$ cat src/rtl/dense_fc_ctrl.sv
// dense_fc_ctrl: sequencer for a dense (fully connected) layer.
// It shares the single-port weight RAM between a host loader (IDLE only) and
// the compute walk. It streams row-major weights together with activations and
// accumulates signed products. It emits one sum per output neuron over valid/ready.
module dense_fc_ctrl #(
  parameter int DEPTH     = 256,
  parameter int WIDTH     = 8,
  parameter int IN_MAX    = 64,
  parameter int OUT_MAX   = 16,
  parameter int ACC_WIDTH = 32
) (
  input  logic                          clk,
  input  logic                          reset,
  input  logic                          start,
  input  logic [$clog2(IN_MAX+1)-1:0]   num_in,
  input  logic [$clog2(OUT_MAX+1)-1:0]  num_out,
  input  logic [$clog2(DEPTH)-1:0]      w_base,
  input  logic                          ld_valid,
  output logic                          ld_ready,
  input  logic [$clog2(DEPTH)-1:0]      ld_addr,
  input  logic [WIDTH-1:0]              ld_data,
  output logic [$clog2(DEPTH)-1:0]      ram_addr,
  output logic                          ram_write_enable,
  output logic                          ram_read_enable,
  output logic [WIDTH-1:0]              ram_data_in,
  input  logic [WIDTH-1:0]              ram_data_out,
  output logic                          act_rd_en,
  output logic [$clog2(IN_MAX)-1:0]     act_rd_addr,
  input  logic [WIDTH-1:0]              act_rd_data,
  output logic                          out_valid,
  input  logic                          out_ready,
  output logic [ACC_WIDTH-1:0]          out_data,
  output logic [$clog2(OUT_MAX)-1:0]    out_idx,
  output logic                          busy,
  output logic                          done
);

  localparam int AW  = $clog2(DEPTH);
  localparam int NIW = $clog2(IN_MAX + 1);
  localparam int NOW = $clog2(OUT_MAX + 1);
  localparam int IAW = $clog2(IN_MAX);
  localparam int OIW = $clog2(OUT_MAX);
  localparam int PW  = 2 * WIDTH;

  typedef enum logic [2:0] {
    IDLE  = 3'd0,
    READ  = 3'd1,
    DRAIN = 3'd2,
    EMIT  = 3'd3,
    DONE  = 3'd4
  } state_t;

  state_t                state_reg, state_next;
  logic [NIW-1:0]        num_in_reg;
  logic [NOW-1:0]        num_out_reg;
  logic [NIW-1:0]        i_reg;
  logic [NOW-1:0]        o_reg;
  logic [AW-1:0]         addr_reg;
  logic [ACC_WIDTH-1:0]  acc_reg;
  logic                  rd_valid_reg;

  logic                  last_in;
  logic                  last_out;
  logic [PW-1:0]         w_ext;
  logic [PW-1:0]         a_ext;
  logic [PW-1:0]         prod;
  logic [ACC_WIDTH-1:0]  prod_ext;

  // Rows are contiguous, so a running address reproduces base + o*num_in + i.
  assign last_in  = (i_reg == num_in_reg - NIW'(1));
  assign last_out = (o_reg == num_out_reg - NOW'(1));

  // Signed WIDTH x WIDTH product. The low PW bits of the product of
  // sign-extended operands are exact. The product is then widened to the accumulator.
  assign w_ext    = {{WIDTH{ram_data_out[WIDTH-1]}}, ram_data_out};
  assign a_ext    = {{WIDTH{act_rd_data[WIDTH-1]}}, act_rd_data};
  assign prod     = w_ext * a_ext;
  assign prod_ext = {{(ACC_WIDTH-PW){prod[PW-1]}}, prod};

  // State register; reset aborts any layer in progress.
  always_ff @(posedge clk) begin
    if (!reset) begin
      state_reg <= IDLE;
    end else begin
      state_reg <= state_next;
    end
  end

  // Next-state and output decode. All outputs are forced low while reset is asserted.
  always_comb begin
    state_next       = state_reg;
    ld_ready         = 1'b0;
    ram_addr         = '0;
    ram_write_enable = 1'b0;
    ram_read_enable  = 1'b0;
    ram_data_in      = '0;
    act_rd_en        = 1'b0;
    act_rd_addr      = '0;
    out_valid        = 1'b0;
    out_data         = '0;
    out_idx          = '0;
    busy             = 1'b0;
    done             = 1'b0;
    if (reset) begin
      busy = (state_reg != IDLE);
      case (state_reg)
        IDLE: begin
          if (start) begin
            if (num_out == '0)     state_next = DONE;
            else if (num_in == '0) state_next = EMIT;
            else                   state_next = READ;
          end else begin
            ld_ready = 1'b1;
            if (ld_valid) begin
              ram_write_enable = 1'b1;
              ram_addr         = ld_addr;
              ram_data_in      = ld_data;
            end
          end
        end
        READ: begin
          ram_read_enable = 1'b1;
          act_rd_en       = 1'b1;
          ram_addr        = addr_reg;
          act_rd_addr     = i_reg[IAW-1:0];
          if (last_in) state_next = DRAIN;
        end
        DRAIN: begin
          state_next = EMIT;
        end
        EMIT: begin
          out_valid = 1'b1;
          out_data  = acc_reg;
          out_idx   = o_reg[OIW-1:0];
          if (out_ready) begin
            if (last_out)               state_next = DONE;
            else if (num_in_reg == '0)  state_next = EMIT;
            else                        state_next = READ;
          end
        end
        DONE: begin
          done       = 1'b1;
          state_next = IDLE;
        end
        default: state_next = IDLE;
      endcase
    end
  end

  // Datapath: parameter capture, index/address counters, delayed-valid accumulate.
  always_ff @(posedge clk) begin
    if (!reset) begin
      num_in_reg   <= '0;
      num_out_reg  <= '0;
      i_reg        <= '0;
      o_reg        <= '0;
      addr_reg     <= '0;
      acc_reg      <= '0;
      rd_valid_reg <= 1'b0;
    end else begin
      rd_valid_reg <= (state_reg == READ);
      if (rd_valid_reg) acc_reg <= acc_reg + prod_ext;
      case (state_reg)
        IDLE: begin
          if (start) begin
            num_in_reg  <= num_in;
            num_out_reg <= num_out;
            addr_reg    <= w_base;
            i_reg       <= '0;
            o_reg       <= '0;
            acc_reg     <= '0;
          end
        end
        READ: begin
          i_reg    <= i_reg + NIW'(1);
          addr_reg <= (addr_reg == AW'(DEPTH - 1)) ? '0 : addr_reg + AW'(1);
        end
        EMIT: begin
          if (out_ready && !last_out) begin
            o_reg   <= o_reg + NOW'(1);
            i_reg   <= '0;
            acc_reg <= '0;
          end
        end
        default: ;
      endcase
    end
  end

endmodule

$ cat config.mk
export PLATFORM = sky130hd
export DESIGN_NAME = dense_fc_ctrl
export DESIGN_NICKNAME = d
export VERILOG_FILES = /design/src/rtl/dense_fc_ctrl.sv
export SDC_FILE = /design/constraint.sdc
export NUM_CORES = 1
export LEC_CHECK = 0
export ABC_AREA = 1
export CAP_MARGIN = 10
export CORE_ASPECT_RATIO = 0.9
export CORE_MARGIN = 3
export CORE_UTILIZATION = 57
export CTS_CLUSTER_DIAMETER = 150
export DETAILED_ROUTE_END_ITERATION = 8
export MAX_ROUTING_LAYER = met4
export PLACE_DENSITY_LB_ADDON = 0.05
export REMOVE_ABC_BUFFERS = 1
export SLEW_MARGIN = 20
export SYNTH_ARGS = -nofsm -noshare
export SYNTH_HDL_FRONTEND = slang
export SYNTH_SLANG_ARGS = --single-unit
$ cat constraint.sdc
create_clock -name clk -period 11.25 [get_ports clk]
set_input_delay 3.375 -clock clk [delete_from_list [all_inputs] [get_ports clk]]
set_output_delay 3.375 -clock clk [all_outputs]
set_load 0.02 [all_outputs]
After elaboration in Yosys (flattened, before gate mapping) --
Index checks and enable logic that the tools add are counted.
Word-level totals: input port bits 57, register bits after elaboration 68
Cells by class: multipliers 1, reductions and logical operators 15, $add $sub $neg 6, equal/unequal tests 11, muxes and demuxes 49
Operators by type and width (count):
- 32-bit two-way mux | 5
- 8-bit two-way mux | 9
- 32-bit case mux with 2 select lines | 1
- 32-bit adder | 1
- 8-bit case mux with 2 select lines | 2
- 7-bit case mux with 3 select lines | 1
- 8-bit by 8-bit multiplier with 16-bit output | 1
- 3-bit two-way mux | 5
- 7-bit zero test | 2
- 1-bit two-way mux | 14
- 7-bit two-way mux | 2
- 6-bit two-way mux | 2
- 3-bit case mux with 4 select lines | 1
- 5-bit two-way mux | 2
- 5-bit case mux with 2 select lines | 1
- 3-bit AND reduction | 3
- 8-bit by 1-bit adder with 8-bit output (second input constant) | 1
- 8-bit == test (second input constant) | 1
- 4-bit two-way mux | 2
- 2-bit != test (second input constant) | 4
- 7-bit by 1-bit adder with 7-bit output (second input constant) | 1
- 7-bit == test | 1
- 7-bit by 1-bit subtractor with 7-bit output (second input constant) | 1
- 3-bit by 2-bit == test with 1-bit output (second input constant) | 2
- 13 further kinds | 17

Longest topological paths before layout --
depth after elaboration 6, gate-level depth with buffers 39, gate-level depth less buffers 37

Least setup slack after synthesis --
Ideal clock, no wire load.
path kind in2reg, from input port ram_data_out[7], to register acc_reg[31], buffers on the path 2, cell stages on the path 32, arrival 8.720 ns, setup time 0.110 ns, setup slack 2.421 ns, cell sequence clkbuf_1 nand2_1 inv_1 fa_1 inv_1 fa_1 inv_1 fa_1 inv_1 fa_1 inv_1 ha_1 nand2_1 nor2_1 nand2_1 nor2_1 nor2_1 nand3_1 nand2_1 ha_1 buf_4 nand2_1 nor2_1 nand2_1 nor3b_1 nand2_1 nand2_1 nand2_1 nand3_1 nand2_1 inv_1 nor2_1
Between the ends: cells in the longest elaborated chain, start to end 5
RTL lines:
- start: declaration | RTL line 26 | input logic [WIDTH-1:0] ram_data_out,
- 8-bit by 8-bit multiplier with 16-bit output * | RTL line 77 | assign prod = w_ext * a_ext;
- 32-bit adder * | RTL line 162 | if (rd_valid_reg) acc_reg <= acc_reg + prod_ext;
- 32-bit two-way mux * | RTL line 162
- 32-bit two-way mux (on tied branches) | RTL line 179, 165
- 32-bit case mux with 2 select lines * | RTL line 163 | case (state_reg)
- end signal: assignment | RTL line 162
- end: declaration | RTL line 59 | logic [ACC_WIDTH-1:0] acc_reg;
Every way passes the cells marked *; elsewhere a longest branch is shown, timed or not. A chain may end at the register's enable or synchronous reset.

Worst setup path in the final report --
Same ends and word-level chain as after synthesis.

==> results.cfg <==
[setup_path]
rrSetupSlack_ns = 8.43
crit_start = ram_data_out[7]
crit_path_top_delay_cell = ha_1
critPathMaxStageDelay_ns = 0.63
cp.arrival_ns = 9.89
path_class = in -> reg
endpoint_kind = register
cp-start-kind = input pin
cp_max_fo = 18
cpMostUsedCell = nand2_1
r2r-end = acc_reg[18]
worstPathRequired_ns = 11.50
r2r_start = acc_reg[0]
r2r_cells = 13
endpoint = acc_reg[31]

[clock_tree]
cts_buffer_depth = 2
ctsResizeCount = 0
post_cts_buffers = 0
cts.sink_count = 68
holdBufCountCts = 0
htree_levels = 3
cts_tree = built
clkLatencyLatePin_ns = 0.35
clk_pin_slew_ns = 0.06
cts_root_buf = clkbuf_16
cts_buffers = 9

[sta]
fmax_ghz = 0.104
fin_ws_ns = 1.60
layout_min_cycle_time_ns = 9.65
setup-tns-final_ns = 0
tightest_slew_ns = 0.957
fin_crit_sh_pct = 85.8
rsz0062_at_grt = no
report.final.slew_viol_count = 0
finalHoldViolCount = 0
relSlewSlack_pct = 35.8
setup_viol = 0
fin_skew_ns = 0.00846

[synthesis]
syn_area_um2 = 8590
syn_area_per_cell_um2 = 6.27
ys.flop_type = dfxtp_1
synthCells = 1370
yosys_warnings = 0
synth_cell_type_count = 51
synth-edff-count = 0
seq_area_frac_synth_pct = 15.9
synth_seq_cells = 68
synth-async-reset-ratio_pct = 0

[placed_design]
dpl.hpwl_um = 17600
io_buffers = 121
dp_slack_ns = 1.26
place.gp.congestion = 0.941

[detailed_routing]
drt_iter0_markers = 531
drc = 0
totalWireLength_um = 22300
vias_per_cell = 5.20
wl_per_cell_um = 13.4
ant_nets = 0
via_count = 8645
first_pass_iters = 6

[global_routing]
overflow = 0
grt_pass1_wl_um = 38400
antenna_found_initial = 0
grt_max_degree = 39
grt_pass1_vias = 8182
grt_usage_pct = 29.1

[pwr]
p_leak_nw = 5.17
power_density_nw_per_um2 = 254
power_mw = 2.60
peakVddDrop_v = 0.000207

[die]
floorplan.core_area_um2 = 14400
die_w_um = 135
die_area_um2 = 16600
start_util_pct = 59.8
rows = 41
ioPinCount = 122
die_h_um = 122

[hold_path]
min_path_type = reg -> reg
hold_path_startpoint = num_out_reg[1]

[flow_run]
drv_cap = 0

[layout]
drive_gt1_share_pct = 3.74
fin_nets = 1646
largest_register_ffs = 32
fillers = 1271
n_antenna_cell = 0
syn_to_final_growth_pct = 19.3

[status]
status = complete, no violations
==> cells in the mapped netlist (4+ instances only) <==
library cell	number	area, µm²
nand2_1	312	1170
inv_1	282	1060
nor2_1	188	706
a21oi_1	94	470
dfxtp_1	68	1360
ha_1	67	838
fa_1	56	1120
nand3_1	55	275
o21ai_0	46	230
clkbuf_1	29	109
xor2_1	21	184
nand4_1	15	93.8
xnor2_1	15	131
nor3_1	13	65.1
o21ai_1	9	45.0
o21bai_1	8	60.1
a22oi_1	7	52.6
nand3b_1	7	52.6
or2_2	7	43.8
inv_2	6	22.5
buf_1	5	18.8
nor2_2	5	31.3
a211oi_1	4	30.0
nor3_2	4	40.0
nor4_1	4	25.0
==> worst max-delay path: cells and delay by family <==
kind / cells / cell delay [ns]
simple gates: 18 / 2.31
fa+ha+maj: 6 / 3.18
buf+inv: 7 / 0.99
==> layout make-up <==
| class | count | area (µm²) | area share, % |
|---|---|---|---|
| multi-input cells | 970 | 5950 | 58.1 |
| flip-flops and latches | 68 | 1360 | 13.3 |
| repair buffers | 125 | 1240 | 12.1 |
| inverters | 292 | 1100 | 10.7 |
| well taps | 193 | 241 | 2.36 |
| clock buffers | 10 | 229 | 2.24 |
| clock inverters | 6 | 113 | 1.10 |
==> per-layer routing <==
layer	global-route usage [%]	routed length, µm
met5	-	0
met4	5.35	169
met3	5.16	1560
met2	46.9	10100
met1	39.1	10400
==> worst min-delay path by stage <==
stage / endpoint / cells past startpoint / slack (ns)
2_1_floorplan: num_out_reg[1] / 2 / 0.45
3_3_place_gp: num_out_reg[1] / 2 / 0.47
3_5_place_dp: num_out_reg[1] / 2 / 0.47
4_1_cts: num_out_reg[1] / 2 / 0.49
5_1_grt: num_in_reg[5] / 2 / 0.52
6_report: num_out_reg[1] / 2 / 0.49
==> placed cells by master (no fill, tap or decap), types with 8 or more instances in the layout <==
| cell | instances |
|---|---|
| nand2_1 | 312 |
| inv_1 | 282 |
| nor2_1 | 188 |
| clkdlybuf4s50_1 | 121 |
| a21oi_1 | 94 |
| dfxtp_1 | 68 |
| ha_1 | 67 |
| fa_1 | 56 |
| nand3_1 | 55 |
| o21ai_0 | 46 |
| xor2_1 | 21 |
| nand4_1 | 15 |
| xnor2_1 | 15 |
| nor3_1 | 13 |
| o21ai_1 | 9 |
| clkbuf_16 | 9 |
| o21bai_1 | 8 |
==> metrics by stage <==
step	hold WS, ns	instance area [µm²]	std cells	utilization (%)
after floorplan	0.447	8410	1330	-
after global placement	0.467	9900	1648	68.9
after detailed placement	0.474	9900	1648	68.9
after CTS	0.487	10200	1664	71.3
after global routing	0.524	10200	1664	71.3
final	0.489	10200	1664	71.3
==> cell families (layout without fill, tap and decap cells) <==
logic type | after synthesis | count (layout) | synth area share (%)
fa+ha+maj | 123 | 123 | 22.8
buf+inv | 332 | 433 | 14.8
simple gates | 624 | 624 | 30.7
compound gates | 187 | 187 | 12.2
flops | 68 | 68 | 15.9
xor+xnor | 36 | 36 | 3.67
==> power breakdown <==
| group | switching [mW] | internal (mW) |
|---|---|---|
| Sequential | 0.0412 | 0.286 |
| Clock | 0.116 | 0.217 |
| Combinational | 1.27 | 0.670 |
(Power assumes the default switching activity.)
==> RTL edit 1: new RTL, same settings <==
Change the parameter `WIDTH` from 8 to 6.
--- a/src/rtl/dense_fc_ctrl.sv
+++ b/src/rtl/dense_fc_ctrl.sv
@@ -4,7 +4,7 @@
 // accumulates signed products. It emits one sum per output neuron over valid/ready.
 module dense_fc_ctrl #(
   parameter int DEPTH     = 256,
-  parameter int WIDTH     = 8,
+  parameter int WIDTH     = 6,
   parameter int IN_MAX    = 64,
   parameter int OUT_MAX   = 16,
   parameter int ACC_WIDTH = 32
Interface: changed (resized act_rd_data, ld_data, ram_data_in and ram_data_out); port bits go from 122 to 114. No check against the original RTL was run, so the function may have changed too.
==> RTL edit 1 against the original RTL <==
Worst setup slack worse by 0.13 ns; sequential cell count stayed put; highest routed layer unchanged; synthesized cell count is 14% lower; critical path type unchanged; cell area is 14% lower; area after synthesis is 16% lower; count of clock-buffer cells in the layout is 1 higher; critical path depth is 4 lower; die area is 15% lower; routed wire length is 8.0% lower; largest power group unchanged; combinational power is 32% lower; power is 24% lower.
==> RTL edit 1: results (changes against the original RTL) <==
stage	metric	value	unit	change
run_status	status	complete, no violations		
setup_path	R2R depth	15		+2
timing	count of pins over their slew limit	0		unchanged
grt	pin count of the biggest net entering global routing	37		-5.1%
grt	GRT Total Usage	30.2	%	+1.1 points
grt	met3 Usage GRT	5.33	%	+0.17 points
finish	share of post-route cells with drive strength above 1	3.03	%	-0.71 points
routing	Initial DRC Count	580		+9.2%
synthesis	register area share after synthesis	18.9	%	+3.0 points
place	hpwl dp	16.0	mm	-9.3%
place	Routability Congestion	1.04		+11%
setup_path	R2R setup slack	8.50	ns	+0.07 ns
synthesis	asr flop ratio synth	0	%	unchanged
cts	Worst-path clk slew	0.06	ns	about the same
routing	final WL	20.5	mm	-8.0%
cts	Worst-Skew Late Latency	0.35	ns	about the same
routing	total iterations of the first detailed-routing run	5		-1
grt	initial antenna violation count	0		unchanged
synthesis	synth unique cells	42		-18%
cts	Longest Clk Path Bufs	2		unchanged
finish	Final Net Count	1419		-14%
pwr	Worst VDD drop	0.166	mV	-20%
pwr	switching power	0.00104	W	-27%
cts	post_cts resized	0		unchanged
grt	number of global-route vias before repair	7395		-9.6%
routing	routed vias/inst	5.29		+1.8%
setup_path	worst setup path class	in -> reg		
synthesis	top cells by count, synth	300 x nand2_1, 193 x nor2_1, 191 x inv_1, 94 x a21oi_1, 68 x dfxtp_1		
setup_path	RR Startpoint	acc_reg[0]		
worst_hold_path	Worst Hold Class	reg -> reg		
grt	met1 GRT Util	36.9	%	-2.2 points
timing	clk_skew	0.00646	ns	-0.00200 ns
synthesis	synth top area cells	dfxtp_1 19%, nand2_1 16%, ha_1 10%		
place	port bufs	113		-6.6%
cts	clk root buf	clkbuf_16		
timing	Least-Margin Pin Slew	1.05	ns	+0.0978 ns
pwr	LEAKAGE	4.30	nW	-17%
finish	n_diodes	0		unchanged
setup_path	RR Endpoint	acc_reg[28]		
cts	cts bufs inserted	9		unchanged
worst_hold_path	Min-Delay Path Depth	2		unchanged
grt	first-pass GRT wire length	34.2	mm	-11%
timing	hold slack	0.481	ns	-0.00801 ns
cts	post-CTS setup buffers	0		unchanged
grt	met2 GRT Util	51.7	%	+4.8 points
setup_path	Max FO, Critical Path	22		+4
setup_path	crit path to	acc_reg[17]		
setup_path	worst setup path startpoint	act_rd_data[5]		
synthesis	Synthesis Warnings	0		unchanged
finish	number of flip-flops in the largest register	32		unchanged
cts	H-tree levels	3		unchanged
[RTL edit 1: cell families after synthesis]
group	Yosys count	synth area share, %
DFF	68	18.9
buffers and inverters	224	11.9
and+or+nand+nor	601	34.7
adders and majority gates	85	17.5
AOI/OAI and AO/OA	177	13.5
xor gates and xnor gates	29	3.52
[RTL edit 1: through the flow]
step	power [W]	std cells	setup slack [ns]	area [sq um]
floorplan	0.00129	1157	2.63	7090
global placement	0.00161	1432	1.28	8440
detailed placement	0.00163	1432	1.16	8440
CTS	0.00196	1448	1.50	8770
global route	0.00217	1448	0.950	8770
finish	0.00197	1448	1.47	8770
[RTL edit 1: routing by layer]
metal / vias to the layer above / routed length [um]
met5: - / 0
met4: 0 / 431
met3: 30 / 1130
met2: 238 / 9580
met1: 3461 / 9330
li1: 3927 / -
[RTL edit 1: critical path, cell delays in order]
cell and delay [ns]:
clkdlybuf4s50_1 0.52, inv_1 0.12, or2_2 0.31, fa_1 0.50
fa_1 0.55, inv_1 0.06, fa_1 0.57, fa_1 0.47
ha_1 0.31, nand3_1 0.07, nand2_1 0.09, a21oi_1 0.23
inv_1 0.09, nand2_1 0.07, nand2_1 0.57, ha_1 0.65
nand2_1 0.12, nor2_1 0.23, inv_1 0.06, o21ai_0 0.25
inv_1 0.07, o21ai_0 0.24, nand2_1 0.15, nand2_1 0.11
nand2_1 0.05, a21oi_1 0.13, nor2_1 0.06
[RTL edit 1: layout make-up]
class	count	area, sq um
Clock buffer	11	243
Tap cell	160	200
Inverter	197	739
Clock inverter	5	83.8
Sequential cell	68	1360
Fill cell	1099	3450
Multi-Input combinational cell	892	4990
Timing Repair Buffer	115	1150
[RTL edit 1: power by group through the flow]
stage,Combinational [W],Sequential (W),Clock [W]
2_1_floorplan,0.000961,0.000333,0
3_3_place_gp,0.00127,0.000339,0
3_5_place_dp,0.00129,0.000339,0
4_1_cts,0.00130,0.000335,0.000321
5_1_grt,0.00149,0.000342,0.000328
6_report,0.00132,0.000336,0.000317
[RTL edit 1: worst min-delay path by stage]
stage,startpoint,endpoint
floorplan,num_out_reg[1],num_out_reg[1]
global placement,acc_reg[0],acc_reg[0]
detailed placement,num_in_reg[6],num_in_reg[6]
CTS,num_in_reg[6],num_in_reg[6]
global route,acc_reg[0],acc_reg[0]
finish,num_in_reg[6],num_in_reg[6]
==> RTL edit 2: new RTL, same flow settings <==
Without the edit above. Reset style: asynchronous (`reset`), changed in 2 clocked blocks.
--- a/src/rtl/dense_fc_ctrl.sv
+++ b/src/rtl/dense_fc_ctrl.sv
@@ -78,7 +78,7 @@
   assign prod_ext = {{(ACC_WIDTH-PW){prod[PW-1]}}, prod};
 
   // State register; reset aborts any layer in progress.
-  always_ff @(posedge clk) begin
+  always_ff @(posedge clk or negedge reset) begin
     if (!reset) begin
       state_reg <= IDLE;
     end else begin
@@ -148,7 +148,7 @@
   end
 
   // Datapath: parameter capture, index/address counters, delayed-valid accumulate.
-  always_ff @(posedge clk) begin
+  always_ff @(posedge clk or negedge reset) begin
     if (!reset) begin
       num_in_reg   <= '0;
       num_out_reg  <= '0;
Function: same outputs for any inputs over 4 cycles, from zero or initial values and one cycle with reset low; that may be too few to reach the edited logic, so the function may still have changed.
==> RTL edit 2 against the original RTL <==
Die area grew 3.2%; global-route usage shrank 0.36 points; area after synthesis grew 3.4%; worst setup slack lost 0.11 ns; sequential cell count is the same; routed wire length grew 4.8%; cell area grew 2.5%.
Power is not shown: default switching activity piles up to over one toggle a cycle in this logic, so the estimate is an artifact.
==> RTL edit 2: results (changes against the original RTL) <==
stage	metric	value	unit	change
cts	Worst-Skew Late Latency	0.35	ns	about the same
cts	Hold Buf Count CTS	0		unchanged
grt	pin count of the biggest net entering global routing	73		+87%
synthesis	synth unique cells	42		-18%
grt	GRT Total Usage	28.7	%	-0.36 points
synthesis	top cells by count, synth	331 x nand2_1, 311 x inv_1, 180 x nor2_1, 69 x o21ai_0, 68 x dfrtp_1		
synthesis	synth top area cells	dfrtp_1 19%, nand2_1 14%, inv_1 13%		
worst_hold_path	Worst Hold Class	reg -> reg		
setup_path	RR Endpoint	acc_reg[5]		
setup_path	Max FO, Critical Path	19		+1
run_status	status	complete, no violations		
routing	drc violations	0		unchanged
setup_path	R2R depth	6		-7
finish	share of post-route cells with drive strength above 1	2.70	%	-1.0 points
routing	Avg WL per Cell	13.9	um	+4.0%
setup_path	Slowest-stage cell, CP	fa_1		
cts	post-CTS setup buffers	0		unchanged
synthesis	asr flop ratio synth	100	%	+100 points
grt	number of global-route vias before repair	8212		+0.37%
finish	n_diodes	0		unchanged
setup_path	Critical Path Max Stage Delay	0.60	ns	-0.03 ns
routing	total iterations of the first detailed-routing run	5		-1
cts	H-tree levels	3		unchanged
place	Routability Congestion	0.977		+3.8%
timing	Slew HR	34.6	%	-1.2 points
cts	Worst-path clk slew	0.06	ns	about the same
synthesis	register area share after synthesis	19.2	%	+3.3 points
setup_path	RR Startpoint	rd_valid_reg		
cts	Longest Clk Path Bufs	2		unchanged
synthesis	Synthesis Warnings	0		unchanged
synthesis	number of synthesized flops with an enable pin	0		unchanged
place	port bufs	121		unchanged
finish	number of flip-flops in the largest register	32		unchanged
routing	routed vias/inst	5.18		-0.30%
place	hpwl dp	18.3	mm	+3.6%
setup_path	crit path to	acc_reg[29]		
grt	first-pass GRT wire length	39.0	mm	+1.6%
cts	cts bufs inserted	9		unchanged
setup_path	R2R setup slack	8.86	ns	+0.43 ns
grt	initial antenna violation count	0		unchanged
timing	count of pins over their slew limit	0		unchanged
routing	Initial DRC Count	563		+6.0%
setup_path	worst setup path startpoint	act_rd_data[2]		
finish	Final Net Count	1654		+0.49%
cts	clk root buf	clkbuf_16		
cts	post_cts resized	0		unchanged
timing	Setup TNS	0	ns	unchanged
timing	clk_skew	0.00835	ns	-0.000109 ns
## RTL edit 2: changes by cell type in the layout (fill, tap and decap cells not counted), moves of 4 or more
cell	change
dfrtp_1	+68
dfxtp_1	-68
inv_1	+29
a21oi_1	-28
o21ai_0	+23
nand2_1	+19
o21ai_1	-9
nor2_1	-8
nand3_1	+4
nor3_2	-4
or2_2	-4
## RTL edit 2: area by class of cell
type	count	area, sq um
Multi-Input combinational cell	954	5800
Fill cell	1364	4480
Sequential cell	68	1700
Timing Repair Buffer	125	1240
Inverter	317	1190
Tap cell	198	248
Clock buffer	9	225
Clock inverter	6	90.1
## RTL edit 2: worst min-delay path by stage
stage	startpoint	endpoint	cells past startpoint
6_report	num_in_reg[1]	num_in_reg[1]	2
3_3_place_gp	num_in_reg[1]	num_in_reg[1]	2
2_1_floorplan	num_in_reg[1]	num_in_reg[1]	2
4_1_cts	num_in_reg[1]	num_in_reg[1]	2
3_5_place_dp	num_in_reg[1]	num_in_reg[1]	2
5_1_grt	num_in_reg[1]	num_in_reg[1]	2
## RTL edit 2: kinds of logic (layout without fill, tap and decap cells)
logic type	after synthesis	count (layout)	share of synthesized area, %
adders and majority gates	122	122	21.9
AOI/OAI and AO/OA	172	172	10.9
buffers and inverters	356	457	15.4
muxes	1	1	0.113
DFF	68	68	19.2
and+or+nand+nor	620	620	28.6
xor gates and xnor gates	39	39	3.85
## RTL edit 2: metrics by stage
| stage | instance area (sq um) | util [%] | worst slack, ns | instances | hold WS, ns |
|---|---|---|---|---|---|
| after floorplan | 8690 | - | 2.62 | 1339 | 0.453 |
| after global placement | 10200 | 68.0 | 1.36 | 1662 | 0.480 |
| after detailed placement | 10200 | 68.0 | 1.22 | 1662 | 0.488 |
| after CTS | 10500 | 70.1 | 1.57 | 1677 | 0.503 |
| after global routing | 10500 | 70.1 | 0.980 | 1677 | 0.535 |
| final | 10500 | 70.1 | 1.49 | 1677 | 0.499 |
## RTL edit 2: worst max-delay path, delay by kind of cell
| family | cells | cell delay [ns] |
|---|---|---|
| fa+ha+maj | 6 | 3.13 |
| simple gates | 14 | 1.97 |
| buf+inv | 8 | 1.08 |
| compound gates | 2 | 0.43 |
## RTL edit 2: metal layers
metal	vias to the layer above	global-route usage (%)	wire (um)
li1	4384	-	-
met1	4036	39.3	10700
met2	243	45.2	10900
met3	23	4.85	1440
met4	0	5.81	278
met5	-	-	0
